### config.mk
export PLATFORM = sky130hd
export DESIGN_NAME = mem_arbiter
export DESIGN_NICKNAME = d
export VERILOG_FILES = /design/src/rtl/mem_arbiter.sv
export SDC_FILE = /design/constraint.sdc
export NUM_CORES = 1
export LEC_CHECK = 0
export CAP_MARGIN = 40
export CORE_ASPECT_RATIO = 1.4
export CORE_MARGIN = 2
export CORE_UTILIZATION = 45
export CTS_CLUSTER_SIZE = 10
export DETAILED_ROUTE_END_ITERATION = 16
export PLACE_DENSITY = 0.84
export SETUP_SLACK_MARGIN = 0.1
export SYNTH_ARGS = -nofsm -noshare
export SYNTH_HDL_FRONTEND = slang
export SYNTH_SLANG_ARGS = --single-unit
### constraint.sdc
create_clock -name clock -period 7.35 [get_ports clock]
set_input_delay 1.8375 -clock clock [delete_from_list [all_inputs] [get_ports clock]]
set_output_delay 1.8375 -clock clock [all_outputs]
set_load 0.05 [all_outputs]
### src/rtl/mem_arbiter.sv
// mem_arbiter: shares one single-port, fixed-latency memory between the instruction-fetch
// port (i_*) and the load/store port (d_*). Each access is granted in IDLE, then runs
// ACCESS (mem_en), WAIT (MEM_LAT cycles, reads only) and RESP (one-cycle valid pulse).
// Ties alternate against last_owner. Stores get lane-replicated data and byte strobes;
// loads get sign/zero extension. Misaligned or illegal data requests answer with d_err
// without touching memory.
//
// Ports:
//   clock, reset            rising-edge clock, asynchronous active-high reset
//   i_req/i_addr            fetch request and word address
//   i_rdata/i_valid         fetched word and one-cycle completion pulse
//   d_req/d_we/d_funct3     data request, store flag, RV32I width code
//   d_addr/d_wdata          byte address, right-aligned store data
//   d_rdata/d_valid/d_err   extended load data, completion pulse, error flag
//   mem_en/mem_we/mem_wstrb memory strobe, write enable, byte strobes
//   mem_addr/mem_wdata      word address, lane-replicated store data
//   mem_rdata               read data, valid MEM_LAT cycles after mem_en
//   busy                    high whenever the arbiter is not idle
module mem_arbiter #(
    parameter int unsigned MEM_LAT = 1
) (
    input  logic        clock,
    input  logic        reset,
    input  logic        i_req,
    input  logic [31:0] i_addr,
    output logic [31:0] i_rdata,
    output logic        i_valid,
    input  logic        d_req,
    input  logic        d_we,
    input  logic [2:0]  d_funct3,
    input  logic [31:0] d_addr,
    input  logic [31:0] d_wdata,
    output logic [31:0] d_rdata,
    output logic        d_valid,
    output logic        d_err,
    output logic        mem_en,
    output logic        mem_we,
    output logic [3:0]  mem_wstrb,
    output logic [31:0] mem_addr,
    output logic [31:0] mem_wdata,
    input  logic [31:0] mem_rdata,
    output logic        busy
);

    typedef enum logic [1:0] {StIdle, StAccess, StWait, StResp} state_t;

    localparam logic OwnFetch = 1'b0;
    localparam logic OwnData  = 1'b1;

    state_t      state_q;
    logic [2:0]  cnt_q;
    logic        owner_q;
    logic        last_owner_q;
    logic        we_q;
    logic [1:0]  lane_q;
    logic [2:0]  funct3_q;

    logic        grant_data;
    logic        data_err;
    logic [31:2] sel_word;
    logic [31:0] st_wdata;
    logic [3:0]  st_wstrb;
    logic [7:0]  ld_byte;
    logic [15:0] ld_half;
    logic [31:0] ld_ext;

    // Fetch address bits [1:0] are don't-care.
    logic unused_bits;
    assign unused_bits = ^i_addr[1:0];

    // Data wins when alone, or on a tie when fetch was served last.
    assign grant_data = d_req && (!i_req || last_owner_q == OwnFetch);
    assign sel_word   = grant_data ? d_addr[31:2] : i_addr[31:2];

    always_comb begin
        data_err = 1'b0;
        case (d_funct3)
            3'b011, 3'b110, 3'b111: data_err = 1'b1;
            3'b001, 3'b101:         data_err = d_addr[0];
            3'b010:                 data_err = (d_addr[1:0] != 2'b00);
            default:                data_err = 1'b0;
        endcase
    end

    always_comb begin
        st_wdata = d_wdata;
        st_wstrb = 4'b1111;
        case (d_funct3[1:0])
            2'b00: begin
                st_wdata = {4{d_wdata[7:0]}};
                st_wstrb = 4'b0001 << d_addr[1:0];
            end
            2'b01: begin
                st_wdata = {2{d_wdata[15:0]}};
                st_wstrb = d_addr[1] ? 4'b1100 : 4'b0011;
            end
            default: ;
        endcase
    end

    always_comb begin
        case (lane_q)
            2'd0:    ld_byte = mem_rdata[7:0];
            2'd1:    ld_byte = mem_rdata[15:8];
            2'd2:    ld_byte = mem_rdata[23:16];
            default: ld_byte = mem_rdata[31:24];
        endcase
        ld_half = lane_q[1] ? mem_rdata[31:16] : mem_rdata[15:0];
        case (funct3_q)
            3'b000:  ld_ext = {{24{ld_byte[7]}}, ld_byte};
            3'b100:  ld_ext = {24'h0, ld_byte};
            3'b001:  ld_ext = {{16{ld_half[15]}}, ld_half};
            3'b101:  ld_ext = {16'h0, ld_half};
            default: ld_ext = mem_rdata;
        endcase
    end

    always_ff @(posedge clock or posedge reset) begin
        if (reset) begin
            state_q      <= StIdle;
            cnt_q        <= 3'd0;
            owner_q      <= OwnFetch;
            last_owner_q <= OwnFetch;
            we_q         <= 1'b0;
            lane_q       <= 2'd0;
            funct3_q     <= 3'd0;
            i_rdata      <= 32'h0;
            i_valid      <= 1'b0;
            d_rdata      <= 32'h0;
            d_valid      <= 1'b0;
            d_err        <= 1'b0;
            mem_en       <= 1'b0;
            mem_we       <= 1'b0;
            mem_wstrb    <= 4'h0;
            mem_addr     <= 32'h0;
            mem_wdata    <= 32'h0;
            busy         <= 1'b0;
        end else begin
            case (state_q)
                StIdle: begin
                    if (i_req || d_req) begin
                        busy         <= 1'b1;
                        owner_q      <= grant_data;
                        last_owner_q <= grant_data;
                        we_q         <= grant_data & d_we;
                        lane_q       <= d_addr[1:0];
                        funct3_q     <= d_funct3;
                        if (grant_data && data_err) begin
                            state_q <= StResp;
                            d_valid <= 1'b1;
                            d_err   <= 1'b1;
                            d_rdata <= 32'h0;
                        end else begin
                            state_q   <= StAccess;
                            mem_en    <= 1'b1;
                            mem_addr  <= {sel_word, 2'b00};
                            mem_we    <= grant_data & d_we;
                            mem_wstrb <= (grant_data && d_we) ? st_wstrb : 4'h0;
                            mem_wdata <= (grant_data && d_we) ? st_wdata : 32'h0;
                        end
                    end
                end
                StAccess: begin
                    mem_en    <= 1'b0;
                    mem_we    <= 1'b0;
                    mem_wstrb <= 4'h0;
                    mem_addr  <= 32'h0;
                    mem_wdata <= 32'h0;
                    if (we_q) begin
                        state_q <= StResp;
                        d_valid <= 1'b1;
                        d_rdata <= 32'h0;
                    end else begin
                        state_q <= StWait;
                        cnt_q   <= 3'(MEM_LAT - 1);
                    end
                end
                StWait: begin
                    if (cnt_q == 3'd0) begin
                        // Last wait cycle: mem_rdata is valid now.
                        state_q <= StResp;
                        if (owner_q == OwnData) begin
                            d_valid <= 1'b1;
                            d_rdata <= ld_ext;
                        end else begin
                            i_valid <= 1'b1;
                            i_rdata <= mem_rdata;
                        end
                    end else begin
                        cnt_q <= cnt_q - 3'd1;
                    end
                end
                default: begin
                    // RESP: requests are not sampled here.
                    state_q <= StIdle;
                    busy    <= 1'b0;
                    i_valid <= 1'b0;
                    i_rdata <= 32'h0;
                    d_valid <= 1'b0;
                    d_rdata <= 32'h0;
                    d_err   <= 1'b0;
                end
            endcase
        end
    end

endmodule

==> qor_table.md <==
| Parameter | This run |
|---|---|
| Number of distinct standard cells referenced by the synthesized netlist | 52 |
| Number of antenna-violating nets in the routed design | 0 |
| Max-cap check violation count | 0 |
| Total cell area at the placement stage | 0.0101 sq mm |
| Count of final setup violators | 0 |
| Chip Width | 111 um |
| Largest stage delay on the critical path | 0.86 ns |
| Worst voltage drop across the vdd grid | 0.267 mV |
| Buffering stage count on the worst path with inverters included | 3 |
| FILL cells | 1185 |
| Worst Hold Margin | 0.482 ns |
| R2R cell count | 8 |
| Leftover overflow at the end of global routing | 0 |
| Hold Path Class | reg2reg |
| Resize count post-CTS | 0 |
| Weighted congestion reported at the end of routability-driven placement | 0.888 |
| Overall routed net length | 21.9 mm |
| Sequential cell area | 0.00370 sq mm |
| Largest net degree at the start of global routing | 80 |
| Routed wirelength normalized by instance count | 19.2 um |
| Detailed-route DRC error count | 0 |
| Most common flop cell mapped by yosys | dfrtp_1 |
| Ranking of synthesized cells by area | dfrtp_1 51%, a22o_1 5.9%, mux2_2 5.5% |
| Leakage power summed over all cells | 4.64 nW |
| Share of the synthesized area in the top cell type | 51.3% |
| Clock latency at the later pin of the worst-skew pair | 0.43 ns |
| Floorplan Core Area | 0.0157 sq mm |
| EDFF count, synth | 0 |
| TritonCTS Buffers | 17 |
| Worst-case headroom to the max-slew limit | 38.9% |
| Most frequently used cell type in the post-synthesis netlist | dfrtp_1 |
| Area of the multi-input gates | 0.00322 sq mm |
| Crit-path cells | clkdlybuf4s50_1 -> nor4_4 -> o31a_1 -> buf_4 -> or2_1 -> buf_4 -> mux2_2 |
| Number of synthesized register bits | 148 |
| Sum of negative setup slack | 0 ns |
| Most common cell on crit path | buf_4 |
| Initial antenna violation count | 0 |
| Top post-synthesis cells by count | 148 x dfrtp_1, 78 x nand2_1, 51 x a21oi_1 |
| Clock tree from TritonCTS | built |
| Achievable clock frequency | 213 MHz |
| Ant diodes | 0 |
| Req. time, crit path | 7.66 ns |
| Global Route Usage Sum | 25.7% |
| Final hold violation count | 0 |
| Iteration-0 DRC Markers | 450 |
| Count of cell instances traversed by the critical path | 7 |
| Buffer type at the clock tree root | clkbuf_16 |
| Critical path fanouts, max | 33 |
| Dominant delay contributor by cell family on the critical path | buffers and inverters |
| Fin. max-slew vios | 0 |
| Number of H-tree levels | 4 |
| Synthesized netlist cell count | 683 |
| Via/cell ratio | 5.70 |
| Clock slew at the register clock pins of the worst setup and hold paths | 0.06 ns |
| Detailed-router iteration count before antenna repair | 7 |
| Category of the worst setup path launch point | input port |
| Number of buffers inserted by port buffering | 269 |
| Result of the run | complete, no violations |
| Initial cell density of the core | 46.1% |
| Post-synthesis area per instance | 10.6 sq um |
| Synth Cell Area | 0.00722 sq mm |
| Slew at the pin with the worst max-slew slack | 0.916 ns |
| Count of boundary I/O pins | 274 |
| Crit Path Class | in2reg |
| Final core area utilization | 68.5% |
| Post-CTS repair timing setup buffer count | 0 |
| Vert. Die Dim | 154 um |
| Clock sink count | 148 |
| Crit path time final | 4.69 ns |
| Global-route wire length before repair | 35.1 mm |
| Cell Pwr Density | 464 mW/mm^2 |
| Maximum root-to-sink buffer count | 2 |
| Arrival time at the worst endpoint | 5.00 ns |
| Area growth from synthesis to layout | 48.8% |
| Number of vias after detailed routing | 6496 |
| Number of placement rows | 54 |
| Final Instance Area | 0.0107 sq mm |
| Layout net count | 1074 |
| Warnings from Yosys | 0 |
| Period Utilization, post-route | 63.9% |
| Share of final-layout standard cells stronger than drive strength 1 | 9.85% |
| Overall die area | 0.0171 sq mm |
| Number of global-route vias before repair | 6499 |
| Critical path capture point type | register |
| Worst setup skew after layout | 0.0112 ns |
| Final Power | 0.00498 W |
| Highest-delay cell along the critical path | clkdlybuf4s50_1 |
| Number of buffers added to fix hold violations after cts | 0 |
| Post-synthesis sequential area ratio | 51.3% |
| Library cell occupying the most area in the post-synthesis netlist | dfrtp_1 |
| Detailed-placement wirelength estimate | 15.5 mm |
| Share of synthesized flip-flops with an asynchronous set or reset | 100% |
| Setup repair after global routing missed its margin | no |
| Number of cells on the worst hold path | 1 |
final timing paths:
path,start,endpoint,slack [ns]
setup / recovery,d_funct3[0],d_rdata[7],2.66
hold / removal,i_valid,i_valid,0.48
setup reg to reg,state_q[0],d_rdata[7],3.73
hold reg to reg,i_valid,i_valid,0.48
max in group asynchronous,reset,i_rdata[8],4.30
min in group asynchronous,reset,mem_wdata[18],1.71
where the power goes:
group          internal (W)  switching [W]  leakage (nW)
sequential          0.00110       0.000213          1.97
clock              0.000565       0.000343         0.301
combinational      0.000995        0.00177          2.37
flip-flops by register name, indices dropped and copies added (netlist names):
| register | count |
|---|---|
| busy | 1 |
| cnt_q | 3 |
| d_err | 1 |
| d_rdata | 32 |
| d_valid | 1 |
| funct3_q | 3 |
| i_rdata | 32 |
| i_valid | 1 |
| lane_q | 2 |
| last_owner_q | 1 |
| mem_addr | 30 |
| mem_en | 1 |
| mem_wdata | 32 |
| mem_we | 1 |
| mem_wstrb | 4 |
| state_q | 2 |
| we_q | 1 |
stage by stage:
stage / setup WS, ns / instances
2_1_floorplan: 1.53 / 684
3_3_place_gp: 2.18 / 1102
4_1_cts: 2.72 / 1140
6_report: 2.66 / 1140
3_5_place_dp: 2.30 / 1108
5_1_grt: 2.51 / 1140
kinds of logic (layout without fill, tap and decap cells):
kind of cell	count (synthesis)	count (layout)	share of synthesized area (%)
compound gates	240	240	23.5
simple gates	149	149	10.0
flops	148	148	51.3
buf+inv	76	336	4.58
mux	62	62	9.38
fa+ha+maj	7	7	1.21
other cells	1	2	0.0519
routing by layer:
metal  up-vias  share of wire (%)  global-route usage (%)
met2       238                 53                    44.8
met4         0                2.5                    10.4
met1      3217                 39                    30.8
met3        36                5.9                    5.75
met5         -                  0                       0
li1       3005                  -                       -
cell type report:
class / instances / share of cell area (%)
repair buffers: 286 / 26.8
clock inverters: 10 / 1.36
well taps: 196 / 2.28
inverters: 18 / 0.676
clock buffers: 22 / 4.41
multi-input cells: 460 / 29.9
flip-flops and latches: 148 / 34.5
layout by cell type (no fill, tap or decap), drive strengths merged, types with 4 or more instances in the layout:
| cell type | count |
|---|---|
| inv | 18 |
| mux2i | 26 |
| o31ai | 23 |
| a21oi | 51 |
| or3 | 4 |
| a211o | 4 |
| o21ai | 48 |
| buf | 17 |
| ha | 7 |
| o2bb2ai | 21 |
| a221o | 7 |
| and4b | 7 |
| clkinv | 6 |
| o31a | 4 |
| nor2 | 30 |
| a211oi | 4 |
| nor2b | 11 |
| a22o | 49 |
| nand2 | 78 |
| a21o | 5 |
| nor3 | 4 |
| dfrtp | 148 |
| clkdlybuf4s50 | 269 |
| mux2 | 35 |
| clkbuf | 22 |
| nand2b | 7 |
| a2111oi | 7 |
Note: power is estimated with default switching activity, not from simulation.
